`src/rtl/life_rule_engine_pkg.sv`:
```
// Shared types and constants for the Life rule engine: coordinate and rule-mask types,
// default B3/S23 rule, engine state encoding and the rule-mask lookup helper.
package life_rule_engine_pkg;

    localparam int LOG_MAX_SPEED = 3;
    localparam int POS_W         = 8;

    typedef logic [POS_W-1:0] pos_t;
    typedef logic [8:0]       rule_mask_t;

    localparam rule_mask_t BIRTH_DEFAULT   = 9'h008;
    localparam rule_mask_t SURVIVE_DEFAULT = 9'h00C;

    typedef enum logic {
        ST_RUN   = 1'b0,
        ST_FLUSH = 1'b1
    } eng_state_t;

    // Neighbour counts never exceed 8, so the index always lands inside the mask.
    function automatic logic rule_lookup(input rule_mask_t mask, input logic [3:0] n);
        return mask[n];
    endfunction

endpackage

```
`src/rtl/life_line_buffer.sv`:
```
// One-bit shift register of DEPTH stages with enable; q is the bit written DEPTH enables ago.
module life_line_buffer #(
    parameter int DEPTH = 64
) (
    input  logic clk,
    input  logic rst_n,
    input  logic en,
    input  logic d,
    output logic q
);

    logic [DEPTH-1:0] sr;

    always_ff @(posedge clk or negedge rst_n) begin
        if (!rst_n) begin
            sr <= '0;
        end else if (en) begin
            sr <= {sr[DEPTH-2:0], d};
        end
    end

    assign q = sr[DEPTH-1];

endmodule

```
`src/rtl/life_rule_engine.sv`:
```
// Streaming Game-of-Life rule engine: consumes one generation row-major and emits the
// next one through a two-line-buffer 3x3 window, with frame-rate division and cursor toggle.
module life_rule_engine
    import life_rule_engine_pkg::*;
#(
    parameter int BOARD_W = 64,
    parameter int BOARD_H = 48
) (
    input  logic                     clk_in,
    input  logic                     rst_n_in,
    input  logic                     valid_in,
    output logic                     ready_out,
    input  logic                     alive_in,
    input  logic [8:0]               birth_mask_in,
    input  logic [8:0]               survive_mask_in,
    input  logic [LOG_MAX_SPEED-1:0] speed_in,
    input  logic [POS_W-1:0]         cursor_x_in,
    input  logic [POS_W-1:0]         cursor_y_in,
    input  logic                     cursor_click_in,
    output logic                     valid_out,
    output logic                     alive_out,
    output logic [POS_W-1:0]         x_out,
    output logic [POS_W-1:0]         y_out,
    output logic                     frame_done_out
);

    localparam int CNT_W = $clog2(BOARD_W + 2);
    localparam int FC_W  = (1 << LOG_MAX_SPEED) - 1;
    localparam pos_t X_LAST = pos_t'(BOARD_W - 1);
    localparam pos_t Y_LAST = pos_t'(BOARD_H - 1);
    localparam logic [CNT_W-1:0] PRIME_N    = CNT_W'(BOARD_W + 1);
    localparam logic [CNT_W-1:0] FLUSH_LAST = CNT_W'(BOARD_W);

    function automatic logic [3:0] count_ones8(input logic [7:0] v);
        logic [3:0] s;
        s = '0;
        for (int i = 0; i < 8; i++) begin
            s = s + {3'b000, v[i]};
        end
        return s;
    endfunction

    // All-ones for speed >= LOG2 of the counter range falls out of the modular subtraction.
    function automatic logic [FC_W-1:0] speed_mask(input logic [LOG_MAX_SPEED-1:0] s);
        return (FC_W'(1) << s) - FC_W'(1);
    endfunction

    eng_state_t state_q, state_d;

    pos_t             in_x, in_y, cen_x, cen_y;
    logic [CNT_W-1:0] flush_cnt, prime_cnt;
    logic [FC_W-1:0]  frame_cnt;
    rule_mask_t       birth_q, survive_q;
    logic [LOG_MAX_SPEED-1:0] speed_q;
    pos_t             cur_x_q, cur_y_q;
    logic             click_q, advance_q;

    logic accept, beat, cell_in, first_beat, last_in, flush_end, centre_vld;
    logic row1, row2;

    assign ready_out  = (state_q == ST_RUN);
    assign accept     = valid_in && ready_out;
    assign beat       = accept || (state_q == ST_FLUSH);
    assign cell_in    = ready_out && alive_in;
    assign first_beat = accept && (in_x == '0) && (in_y == '0);
    assign last_in    = accept && (in_x == X_LAST) && (in_y == Y_LAST);
    assign flush_end  = (state_q == ST_FLUSH) && (flush_cnt == FLUSH_LAST);
    assign centre_vld = beat && (prime_cnt == PRIME_N);

    always_comb begin
        state_d = state_q;
        case (state_q)
            ST_RUN:   if (last_in)   state_d = ST_FLUSH;
            ST_FLUSH: if (flush_end) state_d = ST_RUN;
            default:  state_d = ST_RUN;
        endcase
    end

    always_ff @(posedge clk_in or negedge rst_n_in) begin
        if (!rst_n_in) begin
            state_q   <= ST_RUN;
            in_x      <= '0;
            in_y      <= '0;
            cen_x     <= '0;
            cen_y     <= '0;
            flush_cnt <= '0;
            prime_cnt <= '0;
            frame_cnt <= '0;
            birth_q   <= '0;
            survive_q <= '0;
            speed_q   <= '0;
            cur_x_q   <= '0;
            cur_y_q   <= '0;
            click_q   <= 1'b0;
            advance_q <= 1'b0;
        end else begin
            state_q <= state_d;
            if (accept) begin
                if (in_x == X_LAST) begin
                    in_x <= '0;
                    in_y <= (in_y == Y_LAST) ? '0 : in_y + pos_t'(1);
                end else begin
                    in_x <= in_x + pos_t'(1);
                end
            end
            if (state_q == ST_FLUSH) begin
                flush_cnt <= flush_end ? '0 : flush_cnt + CNT_W'(1);
            end
            // The window centre trails the input by BOARD_W+1 beats within each frame.
            if (flush_end) begin
                prime_cnt <= '0;
            end else if (beat && (prime_cnt != PRIME_N)) begin
                prime_cnt <= prime_cnt + CNT_W'(1);
            end
            if (centre_vld) begin
                if (cen_x == X_LAST) begin
                    cen_x <= '0;
                    cen_y <= (cen_y == Y_LAST) ? '0 : cen_y + pos_t'(1);
                end else begin
                    cen_x <= cen_x + pos_t'(1);
                end
            end
            if (flush_end) begin
                frame_cnt <= (frame_cnt + FC_W'(1)) & speed_mask(speed_q);
            end
            if (first_beat) begin
                birth_q   <= birth_mask_in;
                survive_q <= survive_mask_in;
                speed_q   <= speed_in;
                cur_x_q   <= cursor_x_in;
                cur_y_q   <= cursor_y_in;
                click_q   <= cursor_click_in && (cursor_x_in <= X_LAST) && (cursor_y_in <= Y_LAST);
                advance_q <= ((frame_cnt & speed_mask(speed_in)) == '0);
            end
        end
    end

    life_line_buffer #(.DEPTH(BOARD_W)) u_lb_row1 (
        .clk   (clk_in),
        .rst_n (rst_n_in),
        .en    (beat),
        .d     (cell_in),
        .q     (row1)
    );

    life_line_buffer #(.DEPTH(BOARD_W)) u_lb_row2 (
        .clk   (clk_in),
        .rst_n (rst_n_in),
        .en    (beat),
        .d     (row1),
        .q     (row2)
    );

    // ---- p0: 3x3 window, bit 2 = left column, bit 1 = centre, bit 0 = right ----
    logic [2:0] top_p0, mid_p0, bot_p0;
    pos_t       cx_p0, cy_p0;
    logic       vld_p0;

    always_ff @(posedge clk_in or negedge rst_n_in) begin
        if (!rst_n_in) begin
            top_p0 <= '0;
            mid_p0 <= '0;
            bot_p0 <= '0;
            cx_p0  <= '0;
            cy_p0  <= '0;
            vld_p0 <= 1'b0;
        end else begin
            vld_p0 <= centre_vld;
            if (beat) begin
                top_p0 <= {top_p0[1:0], row2};
                mid_p0 <= {mid_p0[1:0], row1};
                bot_p0 <= {bot_p0[1:0], cell_in};
            end
            if (centre_vld) begin
                cx_p0 <= cen_x;
                cy_p0 <= cen_y;
            end
        end
    end

    logic       use_l, use_r, use_t, use_b, next_alive, toggle;
    logic [7:0] nbr;
    logic [3:0] n_cnt;

    always_comb begin
        use_l = (cx_p0 != '0);
        use_r = (cx_p0 != X_LAST);
        use_t = (cy_p0 != '0);
        use_b = (cy_p0 != Y_LAST);
        nbr   = {top_p0[2] & use_t & use_l, top_p0[1] & use_t, top_p0[0] & use_t & use_r,
                 mid_p0[2] & use_l,                            mid_p0[0] & use_r,
                 bot_p0[2] & use_b & use_l, bot_p0[1] & use_b, bot_p0[0] & use_b & use_r};
        n_cnt = count_ones8(nbr);
        next_alive = mid_p0[1];
        if (advance_q) begin
            next_alive = mid_p0[1] ? rule_lookup(survive_q, n_cnt) : rule_lookup(birth_q, n_cnt);
        end
        toggle = click_q && (cx_p0 == cur_x_q) && (cy_p0 == cur_y_q);
    end

    // ---- p1: registered next-generation cell ----
    always_ff @(posedge clk_in or negedge rst_n_in) begin
        if (!rst_n_in) begin
            valid_out      <= 1'b0;
            alive_out      <= 1'b0;
            x_out          <= '0;
            y_out          <= '0;
            frame_done_out <= 1'b0;
        end else begin
            valid_out      <= vld_p0;
            frame_done_out <= vld_p0 && (cx_p0 == X_LAST) && (cy_p0 == Y_LAST);
            if (vld_p0) begin
                alive_out <= next_alive ^ toggle;
                x_out     <= cx_p0;
                y_out     <= cy_p0;
            end
        end
    end

endmodule

```
`config.mk`:
```
export PLATFORM = sky130hd
export DESIGN_NAME = life_rule_engine
export DESIGN_NICKNAME = d
export VERILOG_FILES = /design/src/rtl/life_rule_engine_pkg.sv /design/src/rtl/life_line_buffer.sv /design/src/rtl/life_rule_engine.sv
export SDC_FILE = /design/constraint.sdc
export NUM_CORES = 1
export LEC_CHECK = 0
export BUFFER_PORTS_ARGS = -buffer_cell sky130_fd_sc_hd__buf_2
export CORE_ASPECT_RATIO = 1.25
export CORE_MARGIN = 2
export CORE_UTILIZATION = 59
export CTS_BUF_LIST = sky130_fd_sc_hd__clkbuf_8
export CTS_CLUSTER_SIZE = 25
export DETAILED_ROUTE_END_ITERATION = 10
export PLACE_DENSITY = 0.8
export SETUP_SLACK_MARGIN = 0.5
export SYNTH_ARGS = -nofsm -noshare
export SYNTH_HDL_FRONTEND = slang
export SYNTH_HIERARCHICAL = 1
export SYNTH_SLANG_ARGS = --single-unit
```
`constraint.sdc`:
```
create_clock -name clk_in -period 8.07 [get_ports clk_in]
set_input_delay 1.2105 -clock clk_in [delete_from_list [all_inputs] [get_ports clk_in]]
set_output_delay 1.2105 -clock clk_in [all_outputs]
set_load 0.01 [all_outputs]
```
==> qor.yml, run 1 <==
outcome: "completed"
tightest_slew_ns: 1.17
crit_fanout: 9
syn-cell-area_um2: 11800
n_antenna_cell: 0
critical-path-top-delay-family: "adder cells"
drt_pass1_iterations: 4
max_cap_viol_count: 0
cp_slowest_stage_delay_ns: 0.75
slew_headroom_pct: 22.0
routed_wl_um: 20200
ant_nets: 0
synth_cell_types: 51
htree_levels: 2
io_buffers: 61
cts_tree: "done"
numCtsBuffers: 42
synth_area_leaders: "dfrtp_1, mux2_4, mux2_2"
crit_slowest_cell: "fa_1"
cp_num_buf_inv: 1
synth.avg_cell_area_um2: 14.0
crit_path_frequent_cell: "fa_1"
cts_root_buf: "clkbuf_8"
rows: 57
clkLatencyLatePin_ns: 0.53
grt_pass1_vias: 6898
wl_per_cell_um: 16.6
path_cells: "nand4_1 -> or4_1 -> nand3_1 -> fa_1 -> fa_1 -> inv_1 -> fa_1 -> ha_1 -> fa_1 -> nor2b_1 -> a2111oi_0 -> a31oi_1 -> a311oi_1 -> nor4_1 -> or3b_2"
critPathArrivalTime_ns: 5.74
track_usage_pct: 20.4
grt_max_degree: 183
crit_type: "flop to flop"
critPathLaunchType: "flop"
viasPerCell: 5.38
synth_edf_count: 0
via_count: 6558
async_reset_ff_share_pct: 100
dr.first_iter.drc_count: 391
rsz0062_at_grt: "false"
cp-end-kind: "flop"
ctsHoldBuffers: 0
ys_seq_area_share_pct: 56.3
synthCells: 845
synth_common_cells: "dfrtp_1, mux2_4, mux2_2"
vdd_ir_drop_max_mv: 0.133
max_freq_ghz: 0.187
synth_seq_cells: 266
dp_hpwl_um: 12600
nNetsFinal: 980
setup_ws_ns: 2.74
die_y_um: 162
cts_setup_buffers: 0
synth_top_area_cell: "dfrtp_1"
cts.sinks: 266
drive_gt1_share_pct: 35.0
setup_viol: 0
start_util_pct: 60.5
period_minus_slack_ns: 5.33
period_share_pct: 66.1
clk_pin_slew_ns: 0.06
syn_nets: 905
post-place-ws_ns: 2.72
finalHoldViolCount: 0
finalClockSkew_ns: 0.0148
synth_ff_type: "dfrtp_1"
area_growth_pct: 10.9
fp.dieW_um: 131
post_cts_resized: 0
die_area_um2: 21200
antenna_found_initial: 0
io_pins: 62
ys_warn_count: 6
drc: 0
fin_tns_setup_ns: 0
total_power_mw: 2.70
coreArea_um2: 19500
grt_pass1_wl_um: 34500
p_leak_nw: 7.03
drv_slew: 0
cp.required_ns: 8.47
cts.path.max_buffers: 3
synth_most_common_cell: "dfrtp_1"
grt.overflow.total: 0
p_per_area_nw_per_um2: 206
routabilityCongestion: 0.832
hold_class: "flop to flop"
netlist.area_leader.share_pct: 56.3
-- metrics by stage --
stage | hold slack (ns) | area, um^2 | utilization (%) | cells
2_1_floorplan | 0.352 | 11800 | - | 845
3_3_place_gp | 0.445 | 12200 | 62.3 | 1141
3_5_place_dp | 0.460 | 12200 | 62.3 | 1141
4_1_cts | 0.475 | 13100 | 67.1 | 1218
5_1_grt | 0.505 | 13100 | 67.1 | 1218
6_report | 0.477 | 13100 | 67.1 | 1218
-- metal layers --
metal / GRT usage (%) / up-vias / wire, um
met5: 0 / - / 0
met4: 6.91 / 0 / 451
met3: 4.15 / 32 / 689
met2: 31.9 / 117 / 9810
met1: 28.7 / 3291 / 9220
li1: - / 3118 / -
-- cell families after synthesis --
logic type	count (synthesis)	share of synthesized area [%]
adder cells (fa/ha/maj)	18	2.16
AO/OA/AOI/OAI	55	2.86
flip-flops	266	56.3
multiplexers	204	23.2
XOR/XNOR	46	3.41
buffers and inverters	51	3.49
AND/OR/NAND/NOR	205	8.64
-- registers in the layout, indices dropped and copies added (netlist names), 8 cells and up --
register,count
in_y,8
cur_y_q,8
cx_p0,8
x_out,8
survive_q,9
cen_y,8
cy_p0,8
u_lb_row1/sr,64
cen_x,8
birth_q,9
in_x,8
u_lb_row2/sr,64
y_out,8
cur_x_q,8
-- placed cells by master, fill, tap and decap left out, drive strengths merged, types with 25 or more instances in the layout --
cell and instances:
buf 64, nor2 33, inv 26, mux2 197, dfrtp 266, o21ai 27, xor2 25, clkbuf 61
nand2 74
-- final timing paths --
check	startpoint	endpoint	slack, ns	depth (start not counted)
worst max-delay path	cx_p0[2]$_DFFE_PN0P_	alive_out$_DFFE_PN0P_	2.74	15
worst min-delay path	mid_p0[2]$_DFFE_PN0P_	mid_p0[2]$_DFFE_PN0P_	0.48	2
worst max register to register	cx_p0[2]$_DFFE_PN0P_	alive_out$_DFFE_PN0P_	2.74	15
worst min register to register	mid_p0[2]$_DFFE_PN0P_	mid_p0[2]$_DFFE_PN0P_	0.48	2
max in group asynchronous	rst_n_in	u_lb_row2/sr[40]$_DFFE_PN0P_	6.02	2
min in group asynchronous	rst_n_in	frame_cnt[3]$_DFFE_PN0P_	0.67	1
-- worst min-delay path: cells and delay by family (launching register included) --
| kind | cells | cell delay (ns) |
|---|---|---|
| AND/OR/NAND/NOR | 2 | 0.10 |
| flip-flops | 1 | 0.35 |
-- power by group --
part | switching [mW] | total, mW | leakage [nW] | internal (mW)
registers | 0.0269 | 1.38 | 3.65 | 1.36
logic | 0.0570 | 0.0963 | 2.86 | 0.0393
clock network | 0.523 | 1.22 | 0.519 | 0.701
-- layout make-up --
type / count / area (um^2)
Inverter: 18 / 72.6
Multi-Input combinational cell: 528 / 4770
Timing Repair Buffer: 64 / 350
Clock inverter: 16 / 97.6
Clock buffer: 61 / 840
Sequential cell: 266 / 6660
Fill cell: 1393 / 6430
Tap cell: 265 / 332
Note: power is estimated with default switching activity, not from simulation.
==> run 2, diff against run 1 <==
Clock period 8.07 ns to 5 ns, I/O delays scaled along.
==> qor.yml, run 2 (synthesis results as in run 1) <==
outcome: "completed"
drc: 0  # unchanged
period_minus_slack_ns: 4.66  # -0.670 ns
rr_endpoint: "alive_out$_DFFE_PN0P_"
grt.overflow.total: 0  # unchanged
reg2reg_setup_slack_ns: 0.34  # -2.40 ns
n_antenna_cell: 0  # unchanged
die_area_um2: 21200  # unchanged
crit_type: "flop to flop"
crit_fanout: 6  # -3
drive_gt1_share_pct: 36.4  # +1.4 points
clkLatencyLatePin_ns: 0.55  # +0.02 ns
coreArea_um2: 19500  # unchanged
rows: 57  # unchanged
total_power_mw: 4.24  # +57%
cts_root_buf: "clkbuf_8"
antenna_found_initial: 0  # unchanged
clkPwrFrac_pct: 43.7  # -1.6 points
period_share_pct: 93.3  # +27 points
p_sw_share_pct: 23.1  # +0.65 points
rr_worst_depth: 15  # unchanged
clk_pin_slew_ns: 0.06  # about the same
multi_input_area_um2: 4810  # +1.0%
tightest_slew_ns: 1.08  # -0.0857 ns
internal_power_mw: 3.26  # +55%
setup_viol: 0  # unchanged
setup_ws_ns: 0.337  # -2.40 ns
ant_nets: 0  # unchanged
finalHoldViolCount: 0  # unchanged
routed_wl_um: 20400  # +1.1%
regArea_um2: 6660  # unchanged
drv_slew: 0  # unchanged
seqPwrFrac_pct: 52.6  # +1.5 points
viasPerCell: 5.39  # +0.14%
die_y_um: 162  # unchanged
reg_top3: "u_lb_row1/sr: 64 flops, u_lb_row2/sr: 64 flops"
io_buffers: 61  # unchanged
nFillCells: 1412  # +1.4%
postPlaceCellArea_um2: 12300  # +0.62%
cp.required_ns: 5.42  # -3.05 ns
io_pins: 62  # unchanged
r2r_start: "cx_p0[0]$_DFFE_PN0P_"
stdcell_area_um2: 13200  # +0.59%
drt_pass1_iterations: 4  # unchanged
cp-end-kind: "flop"
grt_pass1_vias: 6959  # +0.88%
grt_max_degree: 124  # -32%
final_cell_mix: "dfrtp_1, mux2_4, mux2_2"
power_frac_comb_pct: 3.7  # about the same
ctsHoldBuffers: 0  # unchanged
layout_commonest_cell: "dfrtp_1"
max_freq_ghz: 0.214  # +14%
cts.sinks: 266  # unchanged
fp.dieW_um: 131  # unchanged
slew_headroom_pct: 27.7  # +5.7 points
finalClockSkew_ns: 0.0200  # +0.00523 ns
wl_per_cell_um: 16.6  # about the same
max_cap_viol_count: 0  # unchanged
dp_hpwl_um: 13100  # +3.8%
critPathLaunchType: "flop"
dr.first_iter.drc_count: 338  # -14%
start_util_pct: 60.5  # unchanged
htree_levels: 2  # unchanged
grt_pass1_wl_um: 35100  # +1.6%
numCtsBuffers: 42  # unchanged
critPathArrivalTime_ns: 5.09  # -0.65 ns
hold_class: "input port to asynchronous set/reset pin"
rsz0062_at_grt: "true"
cts.path.max_buffers: 3  # unchanged
holdWs_ns: 0.260  # -0.217 ns
vdd_ir_drop_max_mv: 0.260  # +95%
post-place-ws_ns: 0.150  # -2.57 ns
p_leak_nw: 7.08  # +0.72%
cp-startpoint: "cx_p0[0]$_DFFE_PN0P_"
p_switching_mw: 0.979  # +61%
p_per_area_nw_per_um2: 321  # +56%
cts_tree: "done"
fin_tns_setup_ns: 0  # unchanged
via_count: 6637  # +1.2%
track_usage_pct: 20.7  # +0.30 points
routabilityCongestion: 0.812  # -2.4%
nNetsFinal: 993  # +1.3%
area_growth_pct: 11.5
[run 2: cell count changes in the layout (fill, tap and decap cells not counted), sizes merged]
cell    delta
bufinv     -1
buf       +13
inv        +6
clkbuf     -5
[run 2: cell type report]
class	count	area share, %
clock buffers	56	5.84
clock inverters	21	0.740
inverters	18	0.550
multi-input cells	528	36.5
flip-flops and latches	266	50.5
well taps	265	2.51
repair buffers	77	3.40
[run 2: what timing repair did]
item / 4_1_cts / 5_1_grt
pin swaps: 2 / 1
setup buffers: 6 / 0
hold endpoints to repair: 0 / 0
setup endpoints to repair: 1 / 1
gates resized for setup: 4 / 2
[run 2: worst max-delay path by stage]
stage | endpoint | cells after the start | slack, ns
5_1_grt | alive_out$_DFFE_PN0P_ | 15 | 0.14
3_5_place_dp | alive_out$_DFFE_PN0P_ | 15 | 0.15
6_report | alive_out$_DFFE_PN0P_ | 15 | 0.34
2_1_floorplan | alive_out$_DFFE_PN0P_ | 15 | 0.47
4_1_cts | alive_out$_DFFE_PN0P_ | 14 | 0.36
3_3_place_gp | alive_out$_DFFE_PN0P_ | 15 | 0.24
[run 2: metrics by stage]
stage / cells / util, %
after floorplan: 845 / -
after global placement: 1148 / 62.7
after detailed placement: 1148 / 62.7
after CTS: 1231 / 67.5
after global routing: 1231 / 67.5
final: 1231 / 67.5
[run 2: power by group through the flow]
| stage | combinational, mW | sequential [mW] | clock (mW) |
|---|---|---|---|
| after floorplan | 0.0818 | 2.26 | 0 |
| after global placement | 0.153 | 2.27 | 0 |
| after detailed placement | 0.158 | 2.27 | 0 |
| after CTS | 0.160 | 2.23 | 1.91 |
| after global routing | 0.180 | 2.23 | 2.01 |
| final | 0.155 | 2.23 | 1.85 |
[run 2: worst max-delay path: stages, from the launching register on]
cell	delay, ns
dfrtp_1	0.37
nand2_1	0.07
or4_4	0.52
nand3_2	0.09
fa_1	0.43
fa_1	0.50
inv_1	0.05
fa_1	0.44
ha_2	0.20
fa_2	0.62
mux2i_1	0.20
nand3_1	0.08
and3_1	0.21
a311oi_2	0.27
nor4_1	0.10
or3b_4	0.38
[run 2: routing by layer]
metal	global-route usage, %	part of all wire (%)
met3	4.25	4.0
met5	0	0
met4	7.25	2.3
met2	31.6	48
met1	29.8	46
==> run 3, diff against run 2 <==
Settings changed: SYNTH_HIERARCHICAL 1 to unset.
==> qor.yml, run 3 <==
cts.sinks: 260  # -2.3%
p_per_area_nw_per_um2: 355  # +11%
fp.dieW_um: 126  # -3.4%
crit_type: "flop to flop"
antenna_found_initial: 0  # unchanged
async_reset_ff_share_pct: 100  # unchanged
holdWs_ns: 0.231  # -0.0296 ns
cp-startpoint: "cx_p0[3]$_DFFE_PN0P_"
synth_edf_count: 0  # unchanged
ctsHoldBuffers: 0  # unchanged
syn-cell-area_um2: 11000  # -6.8%
p_leak_nw: 6.79  # -4.2%
coreArea_um2: 18200  # -6.7%
crit_slowest_cell: "or4_4"
reg_top3: "u_lb_row1.sr: 64 flops, u_lb_row2.sr: 64 flops"
path_cells: "nand4_1 -> or4_4 -> nand2_2 -> fa_1 -> fa_1 -> inv_1 -> fa_1 -> ha_2 -> fa_2 -> buf_6 -> nand4bb_4 -> nor2_4 -> a311oi_2 -> and2_1 -> nand4_1 -> or3b_1"
period_share_pct: 91.7  # -1.5 points
synth_most_common_cell: "nand2_1"
critPathArrivalTime_ns: 5.00  # -0.09 ns
outcome: "completed"
clkLatencyLatePin_ns: 0.54  # about the same
fin_tns_setup_ns: 0  # unchanged
htree_levels: 2  # unchanged
synth_area_leaders: "dfrtp_1, nand2_1, mux2_2"
drc: 0  # unchanged
period_minus_slack_ns: 4.59  # -0.0763 ns
grt_max_degree: 124  # unchanged
finalClockSkew_ns: 0.0124  # -0.00764 ns
dp.cells: 1340  # +17%
dr.first_iter.drc_count: 461  # +36%
cts_root_buf: "clkbuf_8"
die_area_um2: 19800  # -6.7%
r2r_start: "cx_p0[3]$_DFFE_PN0P_"
hold_class: "input port to asynchronous set/reset pin"
slew_headroom_pct: 27.3  # -0.38 points
max_cap_viol_count: 0  # unchanged
viasPerCell: 5.41  # +0.28%
grt_pass1_vias: 7818  # +12%
setup_viol: 0  # unchanged
setup_ws_ns: 0.413  # +0.0763 ns
drt_pass1_iterations: 5  # +1
nNetsFinal: 1225  # +23%
cts.path.max_buffers: 3  # unchanged
crit_fanout: 5  # -1
cp_slowest_stage_delay_ns: 0.60  # -0.02 ns
routed_wl_um: 20500  # +0.71%
netlist.area_leader.share_pct: 59.1  # +2.8 points
layout.cells.non_filler: 1419  # +15%
nFillCells: 1333  # -5.6%
n_antenna_cell: 0  # unchanged
synthCells: 1087  # +29%
syn_nets: 1147  # +27%
synth_common_cells: "nand2_1, dfrtp_1, mux2_2"
ys_warn_count: 0  # -6
max_freq_ghz: 0.218  # +1.7%
rsz0062_at_grt: "true"
synth_cell_types: 43  # -16%
die_y_um: 157  # -3.4%
finalHoldViolCount: 0  # unchanged
critPathLaunchType: "flop"
ys_seq_area_share_pct: 59.1  # +2.8 points
grt_pass1_wl_um: 35800  # +2.0%
dp_hpwl_um: 12700  # -2.4%
layout_commonest_cell: "nand2_1"
synth_seq_cells: 260  # -2.3%
cp-end-kind: "flop"
cts_tree: "done"
tightest_slew_ns: 1.09  # +0.00567 ns
drive_gt1_share_pct: 19.2  # -17 points
post-place-ws_ns: 0.0389  # -0.111 ns
drv_slew: 0  # unchanged
final_cell_mix: "nand2_1, dfrtp_1, mux2_2"
grt.overflow.total: 0  # unchanged
routabilityCongestion: 0.833  # +2.5%
via_count: 7672  # +16%
wl_per_cell_um: 14.5  # -13%
track_usage_pct: 21.6  # +0.92 points
io_buffers: 61  # unchanged
synth_ff_type: "dfrtp_1"
start_util_pct: 60.4  # -0.11 points
crit_path_frequent_cell: "fa_1"
vdd_ir_drop_max_mv: 0.280  # +7.4%
rows: 55  # -3.5%
area_growth_pct: 14.0
io_pins: 62  # unchanged
ant_nets: 0  # unchanged
cp.required_ns: 5.41  # about the same
synth_top_area_cell: "dfrtp_1"
post-route-util_pct: 68.9  # +1.4 points
synth.avg_cell_area_um2: 10.1  # -28%
numCtsBuffers: 42  # unchanged
clk_pin_slew_ns: 0.06  # about the same
-- run 3: changes by cell type in the layout (fill, tap and decap cells not counted), sizes merged, moves of 5 or more --
cell | previous run | this run
dfrtp | 266 | 260
mux2 | 197 | 70
xnor2 | 21 | 29
xor2 | 25 | 16
nor2 | 33 | 26
nand3 | 21 | 26
nand2 | 74 | 432
-- run 3: timing repair --
item,4_1_cts,5_1_grt
buffers inserted,9,0
pin swaps,13,7
endpoints found under the setup margin,1,1
resized for setup,12,7
-- run 3: per-stage QoR --
stage | total power [mW] | instance area (um^2)
final | 4.46 | 12600
after global routing | 4.67 | 12600
after CTS | 4.51 | 12500
after detailed placement | 2.63 | 11500
after global placement | 2.61 | 11500
after floorplan | 2.51 | 11000
-- run 3: path summary, 6_finish.rpt --
kind                                                end  slack, ns  cells past startpoint
max                               alive_out$_DFFE_PN0P_       0.41                     16
min                              speed_q[2]$_DFFE_PN0P_       0.23                      1
max reg2reg                       alive_out$_DFFE_PN0P_       0.41                     16
min reg2reg                u_lb_row1.sr[52]$_DFFE_PN0P_       0.46                      2
max in group asynchronous   u_lb_row2.sr[9]$_DFFE_PN0P_       3.67                      2
min in group clk_in            survive_q[2]$_DFFE_PN0P_       0.45                      2
-- run 3: layer usage --
| metal | vias to the layer above | wire, um | track usage, % | share of wire, % |
|---|---|---|---|---|
| li1 | 3706 | - | - | - |
| met1 | 3798 | 8930 | 27.8 | 43 |
| met2 | 128 | 10400 | 37.2 | 51 |
| met3 | 40 | 713 | 3.56 | 3.5 |
| met4 | 0 | 461 | 7.85 | 2.2 |
| met5 | - | 0 | 0 | 0 |
-- run 3: critical path, delay by kind of cell, from the launching register on --
kind	cells	cell delay, ns
flip-flops	1	0.35
buffers and inverters	2	0.21
AND/OR/NAND/NOR	8	1.76
AO/OA/AOI/OAI	1	0.11
adder cells (fa/ha/maj)	5	2.03
-- run 3: layout make-up --
cell class	count	area, um^2	area share [%]
well taps	228	285	2.27
clock inverters	15	95.1	0.757
repair buffers	79	470	3.75
inverters	16	60.1	0.478
flip-flops and latches	260	6510	51.8
multi-input cells	766	4380	34.9
clock buffers	55	757	6.03
-- run 3: where the power goes --
part,internal [mW],switching (mW)
clock,1.03,0.807
combinational,0.141,0.199
sequential,2.20,0.0862
total,3.37,1.09
-- run 3: cell families after synthesis --
group,after synthesis,share of synthesized area [%]
AOI/OAI and AO/OA,57,3.11
muxes,79,7.97
adders and majority gates,18,2.32
DFF,260,59.1
buffers and inverters,61,2.19
xor gates and xnor gates,45,3.58
and+or+nand+nor,567,21.8
